$ cat src/rtl/fine_channelizer_pkg.sv
// Shared definitions for the fine channelizer: pipeline latency, full-precision
// widths and the signed component types passed between channelizer blocks.
package fine_channelizer_pkg;

  // Fixed pipeline depth of the complex multiplier before any retiming stages.
  localparam int BASE_LATENCY     = 4;
  localparam int MAX_EXTRA_STAGES = 4;

  // Enabled cycles from in_valid to out_valid for a given number of extra stages.
  function automatic int latency(input int extra_stages);
    return BASE_LATENCY + extra_stages;
  endfunction

  // Width of the stage-3 sum: one bit for the exact -(-2^(B_W-1)) and one for the add.
  function automatic int p_width(input int a_w, input int b_w);
    return a_w + b_w + 2;
  endfunction

  // Default channelizer sample types.
  typedef logic signed [15:0] sample16_t;

  typedef struct packed {
    sample16_t re;
    sample16_t im;
  } cplx16_t;

endpackage

$ cat src/rtl/fine_channelizer_cmul_round.sv
// Stage 4 of the complex multiplier for one component: round half toward +inf,
// arithmetic shift, then wrap or clamp to OUT_W.
// Optional feature macro: FINE_CHANNELIZER_CMUL_SAT_EN (clamp + overflow flag).
module fine_channelizer_cmul_round
  import fine_channelizer_pkg::*;
#(
  parameter int IN_W  = 34,
  parameter int OUT_W = 16,
  parameter int SHIFT = 15
) (
  input  logic                    clk,
  input  logic                    reset,
  input  logic                    ce,
  input  logic signed [IN_W-1:0]  din,
  output logic signed [OUT_W-1:0] dout,
  output logic                    ovf
);

  // One guard bit so adding the rounding constant can never wrap.
  localparam int SUM_W = IN_W + 1;
  localparam int RW    = (SUM_W > OUT_W) ? SUM_W : OUT_W;
  localparam logic signed [SUM_W-1:0] HALF = {{(SUM_W-1){1'b0}}, 1'b1} << (SHIFT - 1);

  logic signed [SUM_W-1:0] biased;
  logic signed [RW-1:0]    shifted;

  // Round half toward +inf and bring the result down by SHIFT, sign-extended to RW.
  always_comb begin
    biased  = SUM_W'(din) + HALF;
    shifted = RW'(biased >>> SHIFT);
  end

`ifdef FINE_CHANNELIZER_CMUL_SAT_EN
  localparam logic signed [RW-1:0] MAX_V = {{(RW-OUT_W+1){1'b0}}, {(OUT_W-1){1'b1}}};
  localparam logic signed [RW-1:0] MIN_V = ~MAX_V;

  logic signed [OUT_W-1:0] limited;
  logic                    clamp;

  // Clamp to the representable OUT_W range and flag when a clamp happened.
  // NOTE: every always_comb output gets a default first so no path can infer a latch.
  always_comb begin
    limited = shifted[OUT_W-1:0];
    clamp   = 1'b0;
    if (shifted > MAX_V) begin
      limited = MAX_V[OUT_W-1:0];
      clamp   = 1'b1;
    end else if (shifted < MIN_V) begin
      limited = MIN_V[OUT_W-1:0];
      clamp   = 1'b1;
    end
  end

  // Stage-4 register for the limited value and its clamp flag.
  always_ff @(posedge clk or posedge reset) begin
    if (reset) begin
      dout <= '0;
      ovf  <= 1'b0;
    end else if (ce) begin
      dout <= limited;
      ovf  <= clamp;
    end
  end
`else
  // Stage-4 register: keep the low OUT_W bits, wrapping modulo 2^OUT_W.
  always_ff @(posedge clk or posedge reset) begin
    if (reset) begin
      dout <= '0;
    end else if (ce) begin
      dout <= shifted[OUT_W-1:0];
    end
  end

  assign ovf = 1'b0;

  // High bits are intentionally discarded by the wrap.
  if (RW > OUT_W) begin : g_wrap_drop
    logic unused_hi;
    assign unused_hi = ^shifted[RW-1:OUT_W];
  end
`endif

endmodule

$ cat src/rtl/fine_channelizer_cmul.sv
// Pipelined signed complex multiplier: p = a*b or a*conj(b), rounded to OUT_W,
// with valid/user sideband carried alongside and a global clock enable.
// Optional feature macro: FINE_CHANNELIZER_CMUL_SAT_EN (saturate + ovf).
module fine_channelizer_cmul
  import fine_channelizer_pkg::*;
#(
  parameter int A_W          = 16,
  parameter int B_W          = 16,
  parameter int OUT_W        = 16,
  parameter int SHIFT        = 15,
  parameter int USER_W       = 8,
  parameter int EXTRA_STAGES = 0
) (
  input  logic                    clk,
  input  logic                    reset,
  input  logic                    ce,
  input  logic                    in_valid,
  input  logic signed [A_W-1:0]   a_re,
  input  logic signed [A_W-1:0]   a_im,
  input  logic signed [B_W-1:0]   b_re,
  input  logic signed [B_W-1:0]   b_im,
  input  logic                    conj_b,
  input  logic [USER_W-1:0]       in_user,
  output logic                    out_valid,
  output logic signed [OUT_W-1:0] p_re,
  output logic signed [OUT_W-1:0] p_im,
  output logic [USER_W-1:0]       out_user,
  output logic                    ovf
);

  localparam int PP_W = A_W + B_W + 1;
  localparam int P_W  = p_width(A_W, B_W);

  // Stage 1 registers
  logic signed [A_W-1:0] a_re1, a_im1;
  logic signed [B_W-1:0] b_re1;
  logic signed [B_W:0]   b_im1;
  logic signed [B_W:0]   b_im_x;
  logic                  valid1;
  logic [USER_W-1:0]     user1;
  // Stage 2 registers
  logic signed [PP_W-1:0] pp_rr, pp_ii, pp_ri, pp_ir;
  logic                   valid2;
  logic [USER_W-1:0]      user2;
  // Stage 3 registers
  logic signed [P_W-1:0] s_re, s_im;
  logic                  valid3;
  logic [USER_W-1:0]     user3;
  // Stage 4 registers
  logic signed [OUT_W-1:0] re4, im4;
  logic                    ovf_re4, ovf_im4, ovf4;
  logic                    valid4;
  logic [USER_W-1:0]       user4;

  // Widen b_im by one bit so negating -2^(B_W-1) for the conjugate is exact.
  always_comb begin
    b_im_x = (B_W+1)'(b_im);
  end

  // Stages 1-3: capture operands, form partial products, then combine them.
  // NOTE: sequential state uses non-blocking assignments so every stage reads the previous cycle's values.
  always_ff @(posedge clk or posedge reset) begin
    if (reset) begin
      a_re1  <= '0;
      a_im1  <= '0;
      b_re1  <= '0;
      b_im1  <= '0;
      valid1 <= 1'b0;
      user1  <= '0;
      pp_rr  <= '0;
      pp_ii  <= '0;
      pp_ri  <= '0;
      pp_ir  <= '0;
      valid2 <= 1'b0;
      user2  <= '0;
      s_re   <= '0;
      s_im   <= '0;
      valid3 <= 1'b0;
      user3  <= '0;
    end else if (ce) begin
      a_re1  <= a_re;
      a_im1  <= a_im;
      b_re1  <= b_re;
      b_im1  <= conj_b ? -b_im_x : b_im_x;
      valid1 <= in_valid;
      user1  <= in_user;
      pp_rr  <= PP_W'(a_re1) * PP_W'(b_re1);
      pp_ii  <= PP_W'(a_im1) * PP_W'(b_im1);
      pp_ri  <= PP_W'(a_re1) * PP_W'(b_im1);
      pp_ir  <= PP_W'(a_im1) * PP_W'(b_re1);
      valid2 <= valid1;
      user2  <= user1;
      s_re   <= P_W'(pp_rr) - P_W'(pp_ii);
      s_im   <= P_W'(pp_ri) + P_W'(pp_ir);
      valid3 <= valid2;
      user3  <= user2;
    end
  end

  fine_channelizer_cmul_round #(.IN_W(P_W), .OUT_W(OUT_W), .SHIFT(SHIFT)) u_round_re (
    .clk   (clk),
    .reset (reset),
    .ce    (ce),
    .din   (s_re),
    .dout  (re4),
    .ovf   (ovf_re4)
  );

  fine_channelizer_cmul_round #(.IN_W(P_W), .OUT_W(OUT_W), .SHIFT(SHIFT)) u_round_im (
    .clk   (clk),
    .reset (reset),
    .ce    (ce),
    .din   (s_im),
    .dout  (im4),
    .ovf   (ovf_im4)
  );

  // Stage 4 sideband alongside the rounding instances.
  always_ff @(posedge clk or posedge reset) begin
    if (reset) begin
      valid4 <= 1'b0;
      user4  <= '0;
    end else if (ce) begin
      valid4 <= valid3;
      user4  <= user3;
    end
  end

  // Idle slots never report overflow.
  assign ovf4 = (ovf_re4 | ovf_im4) & valid4;

  if (EXTRA_STAGES == 0) begin : g_no_extra
    assign p_re      = re4;
    assign p_im      = im4;
    assign ovf       = ovf4;
    assign out_user  = user4;
    assign out_valid = valid4;
  end else begin : g_extra
    logic signed [OUT_W-1:0] re_q    [EXTRA_STAGES];
    logic signed [OUT_W-1:0] im_q    [EXTRA_STAGES];
    logic                    ovf_q   [EXTRA_STAGES];
    logic [USER_W-1:0]       user_q  [EXTRA_STAGES];
    logic                    valid_q [EXTRA_STAGES];

    // Retiming delay line behind stage 4.
    // NOTE: these register arrays are cleared on reset because reset must zero every pipeline stage.
    always_ff @(posedge clk or posedge reset) begin
      if (reset) begin
        for (int i = 0; i < EXTRA_STAGES; i++) begin
          re_q[i]    <= '0;
          im_q[i]    <= '0;
          ovf_q[i]   <= 1'b0;
          user_q[i]  <= '0;
          valid_q[i] <= 1'b0;
        end
      end else if (ce) begin
        re_q[0]    <= re4;
        im_q[0]    <= im4;
        ovf_q[0]   <= ovf4;
        user_q[0]  <= user4;
        valid_q[0] <= valid4;
        for (int i = 1; i < EXTRA_STAGES; i++) begin
          re_q[i]    <= re_q[i-1];
          im_q[i]    <= im_q[i-1];
          ovf_q[i]   <= ovf_q[i-1];
          user_q[i]  <= user_q[i-1];
          valid_q[i] <= valid_q[i-1];
        end
      end
    end

    assign p_re      = re_q[EXTRA_STAGES-1];
    assign p_im      = im_q[EXTRA_STAGES-1];
    assign ovf       = ovf_q[EXTRA_STAGES-1];
    assign out_user  = user_q[EXTRA_STAGES-1];
    assign out_valid = valid_q[EXTRA_STAGES-1];
  end

endmodule

$ cat config.mk
export PLATFORM = sky130hd
export DESIGN_NAME = fine_channelizer_cmul
export DESIGN_NICKNAME = d
export VERILOG_FILES = /design/src/rtl/fine_channelizer_pkg.sv /design/src/rtl/fine_channelizer_cmul_round.sv /design/src/rtl/fine_channelizer_cmul.sv
export SDC_FILE = /design/constraint.sdc
export NUM_CORES = 2
export LEC_CHECK = 0
export ABC_AREA = 1
export ABC_CLOCK_PERIOD_IN_PS = 10100
export BUFFER_PORTS_ARGS = -buffer_cell sky130_fd_sc_hd__buf_4
export CORE_ASPECT_RATIO = 1.4
export CORE_MARGIN = 2
export CORE_UTILIZATION = 55
export CTS_BUF_LIST = sky130_fd_sc_hd__clkbuf_4 sky130_fd_sc_hd__clkbuf_8 sky130_fd_sc_hd__clkbuf_16
export DETAILED_ROUTE_END_ITERATION = 8
export PLACE_DENSITY = 0.84
export RECOVER_POWER = 100
export SYNTH_ARGS = -nofsm -noshare
export SYNTH_HDL_FRONTEND = slang
export SYNTH_SLANG_ARGS = --single-unit
$ cat constraint.sdc
create_clock -name clk -period 10.1 [get_ports clk]
set_input_delay 2.02 -clock clk [delete_from_list [all_inputs] [get_ports clk]]
set_output_delay 2.02 -clock clk [all_outputs]
set_load 0.01 [all_outputs]
==> results_dict.tcl <==
set metrics [dict create \
    die_x_um 277 \
    cts_buffers 36 \
    dr_total_vias 49200 \
    ys_types 47 \
    die_area_um2 107000 \
    hold_end "a_re1[10]$_DFFE_PP0P_" \
    synth_nets 9225 \
    initialDrtViolationCount 3884 \
    hold_path_class "flop to flop" \
    rsz0062_at_grt "no" \
    async_flop_share_pct 100 \
    dpl.hpwl_mm 130 \
    pin_count 119 \
    fin_crit_ns 7.88 \
    r2r-start "b_re1[4]$_DFFE_PP0P_" \
    yosys.area.top_type "fa_1" \
    synth_warnings 0 \
    postRouteAntennaNets 0 \
    cp.arrival_ns 8.40 \
    grt_pass1_wl_mm 268 \
    grt_max_degree 139 \
    postLayoutCellArea_um2 60600 \
    drive_gt1_share_pct 3.41 \
    max_slew.worst_pin.slew_ns 5.54 \
    hold_buffers 0 \
    crit_required_ns 10.62 \
    fin_ws_ns 2.22 \
    cts_sinks 291 \
    syn2layout_area_growth_pct 5.22 \
    coreArea_um2 104000 \
    place_area_um2 59500 \
    reg2reg_to "pp_ir[27]$_DFFE_PP0P_" \
    postCtsSetupRepairBufs 0 \
    netlist_area_um2 57600 \
    tns_ns 0 \
    synth_top_flop_cell "dfrtp_1" \
    clk_path_buf_depth 3 \
    crit_type "primary input to flop" \
    finalNonFillerCells 9015 \
    io_buffer_count 117 \
    drt-total-wl_mm 165 \
    dp_slack_ns 3.60 \
    clock_skew_ns 0.0427 \
    worstSetupStartpointType "primary input" \
    initial_core_util_pct 55.4 \
    drc_errors 0 \
    clkLatencyLatePin_ns 0.62 \
    hp-start "a_re1[10]$_DFFE_PP0P_" \
    h-tree-depth 2 \
    grt_overflow 0 \
    place_congestion 0.985 \
    place.detailed.instances 8947 \
    synth_edf_count 0 \
    maxSlewHeadroom_pct -271 \
    finalHoldViolCount 0 \
    wl_per_cell_um 18.3 \
    max_freq_ghz 0.127 \
    vias_per_cell 5.46 \
    grt_use_total_pct 31.6 \
    rows 140 \
    synthCells 7729 \
    finalSetupViolCount 0 \
    firstDrtPassIters 8 \
    outcome "finished, violations left" \
    fin_crit_sh_pct 78.0 \
    grt_pass1_vias 52400 \
    max-cap-violations 6 \
    rr_worst_depth 21 \
    yosys-top-cells-area "fa_1, nand2_1, inv_1" \
    slew_violations 481 \
    ys_ff_latch 291 \
    cts_tree "done" \
    violations "max-capacitance violations, max-slew violations" \
    critPathCaptureType "flop" \
    path_clk_slew_ns 0.07 \
    r2r_setup_slack_ns 2.92 \
    yosys.area.top_type_share_pct 36.0 \
    crit_fanout 84 \
    ys_seq_area_share_pct 12.6 \
    hold_depth 2 \
    syn_avg_cell_area_um2 7.45 \
    antenna_found_initial 3 \
    ctsResizeCount 0 \
    die_h_um 387 \
    cts-root-buf "clkbuf_16" \
    final_nets 9132 \
]
[per-stage QoR]
stage | util, % | hold WS (ns)
floorplan | - | 0.446
global placement | 57.3 | 0.461
detailed placement | 57.3 | 0.464
CTS | 58.5 | 0.477
global route | 58.3 | 0.499
finish | 58.3 | 0.473
[state kept, by name, indices dropped and copies added, names as in the netlist]
| register | cells |
|---|---|
| a_im1 | 16 |
| a_re1 | 16 |
| b_im1 | 17 |
| b_re1 | 16 |
| out_user | 8 |
| out_valid | 1 |
| pp_ii | 31 |
| pp_ir | 31 |
| pp_ri | 31 |
| pp_rr | 31 |
| s_im | 17 |
| s_re | 17 |
| u_round_im.dout | 16 |
| u_round_re.dout | 16 |
| user1 | 8 |
| user2 | 8 |
| user3 | 8 |
| valid1 | 1 |
| valid2 | 1 |
| valid3 | 1 |
[critical path, stage by stage]
cell      delay, ns
clkbuf_1       3.20
buf_4          1.06
clkbuf_2       1.38
nand2_1        0.39
nand2_1        0.23
[final cells by class]
cell class                      instances  area (µm²)
Inverter                             2069        7770
Tap cell                             1349        1690
Antenna cell                            2        5.00
Sequential cell                       291        7280
Clock buffer                           48        1060
Fill cell                            9153       43300
Clock inverter                         18         259
Multi-Input combinational cell       5052       41300
Timing Repair Buffer                  186        1230
[synthesized netlist by cell type, types with 32 or more instances]
cell	instances
nand2_1	2199
inv_1	2065
fa_1	1036
ha_1	383
nor2_1	331
dfrtp_1	291
nand3_1	282
clkbuf_1	280
o21ai_0	223
a21oi_1	198
nand4_1	70
nor3_1	37
xor2_1	36
xnor2_1	34
a31oi_1	32
o21ai_1	32
[worst max path at each step]
stage	start	slack [ns]	to
after floorplan	reset	0.05	a_im1[0]$_DFFE_PP0P_
after global placement	b_re1[15]$_DFFE_PP0P_	3.71	pp_ir[24]$_DFFE_PP0P_
after detailed placement	a_re1[1]$_DFFE_PP0P_	3.60	pp_ri[24]$_DFFE_PP0P_
after CTS	a_im1[15]$_DFFE_PP0P_	3.54	pp_ii[20]$_DFFE_PP0P_
after global routing	ce	1.81	pp_ii[10]$_DFFE_PP0P_
final	ce	2.22	b_re1[4]$_DFFE_PP0P_
[layer usage]
layer | wire length (µm) | up-vias | global-route usage [%]
li1 | - | 22200 | -
met1 | 59600 | 24000 | 37.0
met2 | 80300 | 2257 | 54.3
met3 | 12500 | 734 | 4.61
met4 | 12300 | 2 | 19.9
met5 | 15 | - | 0
[cell usage in the layout (no fill, tap or decap), types with 4 or more instances in the layout]
cell type and instances:
nand2_1 2199, inv_1 2064, fa_1 1036, ha_1 383
nor2_1 334, dfrtp_1 289, nand3_1 282, o21ai_0 239
a21oi_1 198, buf_4 136, nand4_1 70, clkbuf_1 44
clkbuf_16 38, nor3_1 37, xor2_1 36, xnor2_1 34
a31oi_1 32, nand3b_1 24, o21bai_1 18, o21ai_1 16
nand2_2 12, or2_1 12, a21o_1 11, o31ai_1 10
nor4_1 10, nor2_2 9, o21a_1 8, or2_2 7
clkbuf_8 6, nor3_2 5, o21ai_2 5, clkbuf_4 5
bufinv_16 5, o22ai_1 4, inv_6 4, clkinv_4 4
clkbuf_2 4
[cell families (layout without fill, tap and decap cells)]
group / Yosys count / in the layout / share of synthesized area (%)
AO/OA/AOI/OAI: 545 / 545 / 5.07
XOR/XNOR: 70 / 70 / 1.06
adder cells (fa/ha/maj): 1419 / 1419 / 44.3
buffers and inverters: 2386 / 2321 / 15.6
flip-flops: 291 / 291 / 12.6
other: 1 / 3 / 0.00651
AND/OR/NAND/NOR: 3017 / 3017 / 21.2
Power is left out: the tool's default activity adds up to more than one toggle a clock period on the data nets, which glitch-free logic cannot reach.
